==> config.mk <==
export PLATFORM = sky130hd
export DESIGN_NAME = shift_register
export DESIGN_NICKNAME = d
export VERILOG_FILES = /design/src/rtl/shift_stage.sv /design/src/rtl/shift_register.sv
export SDC_FILE = /design/constraint.sdc
export NUM_CORES = 1
export LEC_CHECK = 0
export ABC_CLOCK_PERIOD_IN_PS = 3400
export CAP_MARGIN = 20
export CORE_MARGIN = 3
export CORE_UTILIZATION = 42
export CTS_BUF_LIST = sky130_fd_sc_hd__clkbuf_16
export CTS_CLUSTER_DIAMETER = 120
export CTS_CLUSTER_SIZE = 20
export DETAILED_ROUTE_END_ITERATION = 10
export PLACE_DENSITY = 0.85
export SLEW_MARGIN = 0
export SYNTH_ARGS = -nofsm -noshare
export SYNTH_HDL_FRONTEND = slang
export SYNTH_SLANG_ARGS = --single-unit
==> constraint.sdc <==
create_clock -name clk -period 3.4 [get_ports clk]
set_input_delay 1.02 -clock clk [delete_from_list [all_inputs] [get_ports clk]]
set_output_delay 1.02 -clock clk [all_outputs]
set_load 0.01 [all_outputs]
==> src/rtl/shift_stage.sv <==
// rtl/shift_stage.sv - one WIDTH-bit delay-line stage with async reset and enable
module shift_stage #(
  parameter int WIDTH = 8
) (
  input  logic             clk,
  input  logic             rst,
  input  logic             en,
  input  logic [WIDTH-1:0] d,
  output logic [WIDTH-1:0] q
);

  // Capture the upstream sample on an enabled edge; reset clears at once.
  always_ff @(posedge clk or posedge rst) begin
    if (rst) begin
      q <= '0;
    end else if (en) begin
      q <= d;
    end
  end

endmodule

==> src/rtl/shift_register.sv <==
// rtl/shift_register.sv - FIR sample history delay line with tap and fill-status outputs
module shift_register #(
  parameter int SIZE  = 10,
  parameter int WIDTH = 8
) (
  input  logic                      clk,
  input  logic                      rst,
  input  logic                      shift_en,
  input  logic [WIDTH-1:0]          reg_in,
  output logic [WIDTH-1:0]          reg_out,
  output logic [SIZE*WIDTH-1:0]     taps,
  output logic [$clog2(SIZE+1)-1:0] fill_count,
  output logic                      full
);

  localparam int CW = $clog2(SIZE + 1);
  localparam logic [CW-1:0] FULL_COUNT = CW'(SIZE);

  logic [WIDTH-1:0] stage [SIZE];
  logic [CW-1:0]    count_next;

  // Stage 0 takes the new sample; every later stage takes its predecessor.
  for (genvar i = 0; i < SIZE; i++) begin : g_stage
    logic [WIDTH-1:0] d;
    if (i == 0) begin : g_first
      assign d = reg_in;
    end else begin : g_next
      assign d = stage[i-1];
    end

    shift_stage #(.WIDTH(WIDTH)) u_stage (
      .clk (clk),
      .rst (rst),
      .en  (shift_en),
      .d   (d),
      .q   (stage[i])
    );

    assign taps[i*WIDTH +: WIDTH] = stage[i];
  end

  assign reg_out = stage[SIZE-1];

  // Count enabled shifts, stopping at SIZE so the MAC stage sees a stable "primed" value.
  always_comb begin
    count_next = fill_count;
    if (shift_en && (fill_count != FULL_COUNT)) begin
      count_next = fill_count + 1'b1;
    end
  end

  // full is registered from the same next-count so it changes on the same edge as the stages.
  always_ff @(posedge clk or posedge rst) begin
    if (rst) begin
      fill_count <= '0;
      full       <= 1'b0;
    end else begin
      fill_count <= count_next;
      full       <= (count_next == FULL_COUNT);
    end
  end

endmodule

==> flow_summary.json <==
{
  "type_of_the_tightest_min_delay_check": "reg -> reg",
  "dr.first_iter.drc_count": 38,
  "worst_hold_startpoint": "g_stage[1].u_stage.q[0]",
  "layout-drive-gt1-share_pct": 33.22,
  "finalWeightedCongestion": 0.7978,
  "critPathCaptureType": "output port",
  "ys_warnings": 0,
  "hpwlAfterDp_microns": 4505,
  "total_of_endpoints_with_negative_setup_slack_in_the_final_report": 0,
  "crit_path_max_incr_delay_ns": 0.60,
  "fmax_mhz": 414.8,
  "final-hold-violation-count": 0,
  "postSynthNetCount": 213,
  "clkSlewWorstSetupHoldPaths_ns": 0.06,
  "first_global_vias": 2031,
  "cts.path.max_buffers": 2,
  "final_nets": 315,
  "antenna_found_initial": 0,
  "grt.overflow.total": 0,
  "clockRootBuffer": "sky130_fd_sc_hd__clkbuf_16",
  "grt-busiest-layer": "met2",
  "hold_buffers": 0,
  "worst-setup-path-type": "reg -> out",
  "clk-insertion-delay-late_ns": 0.32,
  "setup_total_negative_slack_ns": 0,
  "route.detailed.vias_per_inst": 4.815,
  "num_rows": 31,
  "finalWirelength_microns": 6274,
  "status": "complete, no violations",
  "unrepaired_setup_endpoints_after_global_routing": "no",
  "cp_max_fo": 7,
  "num_io_pins": 104,
  "period_minus_slack_ns": 2.411,
  "grt_pass1_wl_microns": 10030,
  "reg2reg_slack_ns": 1.93,
  "vdd_ir_drop_max_mv": 0.3716,
  "required_worst_endpoint_ns": 2.38,
  "hold_path_end": "g_stage[2].u_stage.q[0]",
  "synthesis.instances": 200,
  "syn_area_sq_um": 3298,
  "static-leakage-power_uw": 0.002007,
  "postSynthRegisterBits": 85,
  "worst_r2r_startpoint": "fill_count[0]",
  "die_width_microns": 94.62,
  "start_util_pct": 44.29,
  "dr_total_vias": 1955,
  "postCtsResizedCells": 0,
  "cpMaxStageDelayCell": "sky130_fd_sc_hd__clkdlybuf4s50_1",
  "drcViolationCount": 0,
  "die_h_microns": 94.62,
  "worst_hold_path.num_cells": 1,
  "portBuffers": 103,
  "finalCritPeriodShare_pct": 70.90,
  "grt_util_met2_pct": 21.61,
  "timing.clock.skew_ns": 0.004267,
  "tritoncts": "built",
  "cts.sinks": 85,
  "worst_slew_pin_slew_ns": 0.6465,
  "routedWlPerCell_microns": 15.45,
  "htree_num_levels": 3,
  "grt_max_degree": 43,
  "post_cts.repair.setup_buffers": 0,
  "ant_diodes": 0,
  "hold-worst-slack_ns": 0.5290,
  "synth_sequential_area_ratio_pct": 64.49,
  "area_overhead_of_the_layout_relative_to_synthesis_pct": 42.79,
  "grt_util_all_layers_pct": 14.46,
  "critPathArrivalTime_ns": 1.39,
  "grtUsageMet3_pct": 6.693,
  "family_with_the_most_delay_on_the_worst_path": "buffers and inverters",
  "worstPathCellList": "clkdlybuf4s50_1",
  "synth_cell_types": 16,
  "numCtsBuffers": 9,
  "syn_area_per_cell_sq_um": 16.49,
  "r2r_cells": 5,
  "max_slew_vio_count": 0,
  "pwr_density_cell_nw_per_um2": 865.7,
  "groute.layer.met1.usage_pct": 18.18,
  "timing.rr.end": "full",
  "core-area_sq_um": 7447,
  "critical_path_source_type": "flip-flop",
  "maxSlewHeadroom_pct": 56.85,
  "final.fill_count": 582,
  "cp_num_buf_inv": 1,
  "drt_pass1_iterations": 3,
  "timing.max_cap.violations": 0,
  "crit_startpoint": "fill_count[0]",
  "die_area_sq_um": 8952,
  "antenna_left": 0
}
## where the power goes
| group | leakage, uW | switching, uW | internal, uW |
|---|---|---|---|
| sequential | 0.00101 | 274 | 1340 |
| clock | 0.000163 | 355 | 707 |
| combinational | 0.000835 | 492 | 908 |
## state kept, by name, indices dropped and copies added, names as in the netlist
name,cells
fill_count,4
full,1
g_stage.u_stage.q,80
## metal layers
metal / share of wire [%] / vias to the layer above
li1: - / 896
met5: 0 / -
met3: 10 / 5
met1: 43 / 978
met4: 0.81 / 0
met2: 45 / 76
## worst max path at each step
stage / end / slack (ns) / depth (start not counted)
6_report: fill_count[0] / 0.99 / 1
5_1_grt: fill_count[0] / 0.95 / 1
4_1_cts: fill_count[0] / 0.98 / 1
3_5_place_dp: g_stage[1].u_stage.q[2] / 1.02 / 3
3_3_place_gp: g_stage[8].u_stage.q[7] / 1.03 / 3
2_1_floorplan: fill_count[0] / 0.19 / 1
## Yosys cell counts
master	instances	area, sq um
sky130_fd_sc_hd__buf_2	2	10.01
sky130_fd_sc_hd__inv_1	4	15.01
sky130_fd_sc_hd__mux2i_1	1	10.01
sky130_fd_sc_hd__nand2_1	2	7.510
sky130_fd_sc_hd__nand4_1	1	6.260
sky130_fd_sc_hd__mux2_2	81	912.1
sky130_fd_sc_hd__a211oi_2	1	12.51
sky130_fd_sc_hd__nand4b_1	1	8.760
sky130_fd_sc_hd__nand3b_4	1	20.02
sky130_fd_sc_hd__xnor2_1	1	8.760
sky130_fd_sc_hd__dfrtp_1	85	2127
sky130_fd_sc_hd__a211o_1	1	8.760
sky130_fd_sc_hd__ha_1	2	25.02
sky130_fd_sc_hd__xor2_1	1	8.760
sky130_fd_sc_hd__buf_4	15	112.6
sky130_fd_sc_hd__a21oi_1	1	5.000
## placed cells by master, fill, tap and decap left out, drive strengths merged
master and instances:
nand4b 1, mux2 81, buf 6, a211oi 1, clkinv 4, clkdlybuf4s50 102
xnor2 1, inv 4, mux2i 1, clkbuf 9, a211o 1, dfrtp 85
xor2 1, a21oi 1, nand3b 1, ha 2, nand4 1, bufinv 3
nand2 2
## metrics by stage
step / utilization, % / setup slack (ns) / total power [uW] / cells / area, sq um
detailed placement: 58.80 / 1.023 / 3052 / 390 / 4379
global route: 63.24 / 0.9459 / 4290 / 406 / 4710
global placement: 58.80 / 1.034 / 2996 / 390 / 4379
CTS: 63.24 / 0.9759 / 4128 / 406 / 4710
finish: 63.24 / 0.9895 / 4077 / 406 / 4710
floorplan: - / 0.1865 / 2218 / 200 / 3298
## area by class of cell
type | instances | area [sq um] | share of cell area [%]
sequential | 85 | 2127 | 45.16
timing repair buffer | 108 | 1079 | 22.90
multi-input combinational | 94 | 1033 | 21.94
clock buffer | 9 | 225.2 | 4.782
tap | 99 | 123.9 | 2.630
clock inverter | 7 | 105.1 | 2.232
inverter | 4 | 16.27 | 0.3454
## cell families (layout without fill, tap and decap cells)
| logic type | Yosys count | in the layout | synth area share (%) |
|---|---|---|---|
| flops | 85 | 85 | 64.49 |
| xor+xnor | 2 | 2 | 0.5312 |
| simple gates | 5 | 5 | 1.290 |
| buf+inv | 21 | 128 | 4.173 |
| fa+ha+maj | 2 | 2 | 0.7586 |
| compound gates | 3 | 3 | 0.7965 |
| mux | 82 | 82 | 27.96 |
(Power assumes the default switching activity.)
==> patch 1, RTL diff (config.mk and constraints unchanged) <==
Register the output `fill_count` once more, with the module's reset; this adds one clock of latency there. The other outputs are not delayed to match.
--- a/src/rtl/shift_register.sv
+++ b/src/rtl/shift_register.sv
@@ -17,2 +17,4 @@
   localparam logic [CW-1:0] FULL_COUNT = CW'(SIZE);
+
+  logic [$clog2(SIZE+1)-1:0] fill_count_s0;
 
@@ -45,5 +47,5 @@
   always_comb begin
-    count_next = fill_count;
-    if (shift_en && (fill_count != FULL_COUNT)) begin
-      count_next = fill_count + 1'b1;
+    count_next = fill_count_s0;
+    if (shift_en && (fill_count_s0 != FULL_COUNT)) begin
+      count_next = fill_count_s0 + 1'b1;
     end
@@ -54,7 +56,15 @@
     if (rst) begin
-      fill_count <= '0;
+      fill_count_s0 <= '0;
       full       <= 1'b0;
     end else begin
-      fill_count <= count_next;
+      fill_count_s0 <= count_next;
       full       <= (count_next == FULL_COUNT);
+    end
+  end
+
+  always_ff @(posedge clk or posedge rst) begin
+    if (rst) begin
+      fill_count <= '0;
+    end else begin
+      fill_count <= fill_count_s0;
     end
Function: changed (Yosys sat finds a counterexample within 4 cycles, from zero or initial values and one cycle with rst high).
==> patch 1 against the original RTL <==
  * Routed wire length shrank 3.9%
  * Synthesized area grew 3.0%
  * Sequential cell count grew 4
  * Count of clock-buffer cells in the layout is the same
  * Setup slack gained 0.11 ns
  * Hold slack lost 0.062 ns
  * Via count grew 0.82%
  * Cell area grew 1.5%
  * Power grew 0.25%
  * Critical path type unchanged
==> patch 1: results (changes against the original RTL) <==
Run status:
- The run finished with clean final reports.

GRT:
- The global-route wire length before repair is 9.66 mm (-3.7%).
- The largest net degree at the start of global routing is 68 (+58%).
- The number of global-route vias before repair is 1,974 (-2.8%).
- The total track usage is 0.135 (-0.00934).

Finish:
- The fraction of final layout cells sized beyond drive strength 1 is 0.330 (-0.00215).
- The count of filler cells inserted in the layout was 601 (+3.3%).
- The layout net count is 317 (+0.63%).
- In the final layout, the registers with the most flip-flops are g_stage.u_stage.q x80, fill_count x4, fill_count_s0 x4.

Min path:
- The terminating pin of the worst hold path is fill_count[2].
- The number of stages on the worst hold path is 0 (-1).

Synthesis:
- The sequential area share after synthesis is 0.655 (+0.0105).
- The compound-gate portion of the synthesized area is 0.00773 (-0.000235).
- The xor/xnor cell area share of the yosys netlist is 0.00515 (-0.000156).
- The number of nets in the synthesized netlist is 217 (+1.9%).
- The adder-cell share of the synthesized area is 0.00736 (-0.000223).
- The multiplexer area fraction after synthesis came to 0.271 (-0.00824).

Placement:
- The weighted congestion reported at the end of routability-driven placement is 0.660 (-17%).
- The total cell area at the placement stage is 0.00447 mm2 (+2.1%).

Critical path:
- The startpoint of the most critical register-to-register path is fill_count_s0[0].
- The data arrival time of the critical path is 1.28 ns (-0.11 ns).
- The start point of the critical path is g_stage[3].u_stage.q[0].

Timing:
- The worst clock skew is 0.00668 ns (+0.00241 ns).

Routing:
- The initial DRC count came to 28 (-26%).
- The via density per instance is 4.80 (-0.41%).

Pwr:
- The worst vdd rail ir drop came to 0.357 mV (-4.0%).
- The cell leakage power was 2.04 nW (+1.6%).
[patch 1: metrics by stage]
stage                     hold slack, ns  instances  utilization  setup WS (ns)  total power [mW]
after detailed placement           0.448        395        0.572          0.902              3.12
after global routing               0.489        411        0.612           1.05              4.33
after global placement             0.429        395        0.572          0.926              3.06
final                              0.467        411        0.612           1.10              4.09
after floorplan                    0.409        204            -         0.0731              2.30
after CTS                          0.471        411        0.612           1.08              4.15
[patch 1: where the power goes]
part	internal, mW	switching, mW
clock network	0.637	0.374
registers	1.41	0.270
logic	0.907	0.487
[patch 1: logic make-up (layout without fill, tap and decap cells)]
| logic type | Yosys count | after routing |
|---|---|---|
| AO/OA/AOI/OAI | 3 | 3 |
| multiplexers | 82 | 82 |
| flip-flops | 89 | 89 |
| XOR/XNOR | 2 | 2 |
| adder cells (fa/ha/maj) | 2 | 2 |
| buffers and inverters | 21 | 126 |
| AND/OR/NAND/NOR | 5 | 5 |
[patch 1: routing by layer]
| metal | vias to the layer above | track usage |
|---|---|---|
| li1 | 910 | - |
| met1 | 999 | 0.178 |
| met2 | 62 | 0.212 |
| met3 | 0 | 0.0414 |
| met4 | 0 | 0.0498 |
| met5 | - | 0 |
[patch 1: layout make-up]
type / instances / share of cell area
Clock inverter: 7 / 0.0181
Clock buffer: 9 / 0.0471
Timing Repair Buffer: 106 / 0.222
Sequential cell: 89 / 0.466
Multi-Input combinational cell: 94 / 0.216
Tap cell: 102 / 0.0267
Inverter: 4 / 0.00366
==> patch 2, RTL diff (same settings) <==
Without the edit above. `WIDTH` is set to 8 in 2 places; all go to 6.
--- a/src/rtl/shift_stage.sv
+++ b/src/rtl/shift_stage.sv
@@ -2,3 +2,3 @@
 module shift_stage #(
-  parameter int WIDTH = 8
+  parameter int WIDTH = 6
 ) (
--- a/src/rtl/shift_register.sv
+++ b/src/rtl/shift_register.sv
@@ -3,3 +3,3 @@
   parameter int SIZE  = 10,
-  parameter int WIDTH = 8
+  parameter int WIDTH = 6
 ) (
Interface: changed (resized reg_in, reg_out and taps); port bits go from 104 to 80. No check against the original RTL was run, so the function may have changed too.
==> patch 2 against the original RTL <==
  * Hold slack lost 0.0077 ns
  * Setup slack gained 0.017 ns
  * Cell area shrank 23%
  * Routed wire length shrank 27%
  * Count of clock-buffer cells in the layout is the same
  * Sequential cell count shrank 20
  * Maximum frequency grew 0.73%
  * Largest power group unchanged
  * Synthesized area shrank 23%
  * Power shrank 25%
  * Largest cell class unchanged
==> patch 2: results (changes against the original RTL) <==
Run status:
- The flow ran to the end, and the final reports show no timing, DRC or antenna violations.

Finish:
- The fraction of area in clock buffers and inverters is 0.0669 (-0.00319).
- The post-layout utilization of the core came to 0.636 (+0.00319).
- The total area of sequential cells is 0.00163 mm2 (-24%).
- The largest registers in the layout are g_stage.u_stage.q x60, fill_count x4, full x1.
- The multi-input combinational cell count came to 74 (-21%).

Synthesis:
- The number of synthesized register bits is 65 (-24%).
- In the synthesized netlist, the cells that appear most often are dfrtp_1, mux2_2, buf_4.
- Sorting the synthesized cells by area gives the leading types as dfrtp_1, mux2_2, buf_4.
- The number of nets in the synthesized netlist is 167 (-22%).

Critical path:
- The data arrival time of the critical path is 1.37 ns (-0.02 ns).
- The reg-to-reg setup timing slack is 1.90 ns (-0.03 ns).

Min path:
- The path with the worst hold slack has its endpoint at g_stage[5].u_stage.q[4].

Pwr:
- The switching power of the nets is 865 uW (-23%).
- The cell leakage power is 1.55 nW (-23%).

Placement:
- The total cell area at the placement stage is 0.00337 mm2 (-23%).
- The total half-perimeter wirelength after legalization and detailed placement is 3.26 mm (-28%).

Routing:
- The detailed-router iteration count before antenna repair is 4 (+1).
- The routed length per instance came to 14.7 um (-4.6%).

GRT:
- The global-route wire length before repair is 8.05 mm (-20%).
- The number of global-route vias before repair came to 1,635 (-19%).
- The largest net degree at the start of global routing is 40 (-7.0%).
- The total track usage came to 0.143 (-0.00206).

Timing:
- The transition time at the pin with the least slew margin is 0.752 ns (+0.105 ns).
- The maximum achievable frequency was 418 MHz (+0.73%).
## patch 2: kinds of logic (layout without fill, tap and decap cells)
family          count (synthesis)  count (layout)  synth area share
simple gates                    5               5            0.0168
flops                          65              65             0.642
compound gates                  3               3            0.0104
buf+inv                        17              98            0.0385
mux                            62              62             0.275
fa+ha+maj                       2               2           0.00988
xor+xnor                        2               2           0.00692
## patch 2: power by group through the flow
stage          Clock [mW]  Combinational (mW)  Sequential [mW]
6_report            0.744                1.09             1.24
5_1_grt             0.799                1.16             1.29
4_1_cts             0.775                1.11             1.24
3_5_place_dp            0                1.11             1.25
3_3_place_gp            0                1.08             1.24
2_1_floorplan           0               0.388             1.33
## patch 2: metal layers
metal | wire length, um | track usage | up-vias
li1 | - | - | 698
met1 | 1950 | 0.178 | 748
met2 | 2200 | 0.218 | 53
met3 | 354 | 0.0612 | 5
met4 | 46 | 0.0570 | 0
met5 | 0 | 0 | -
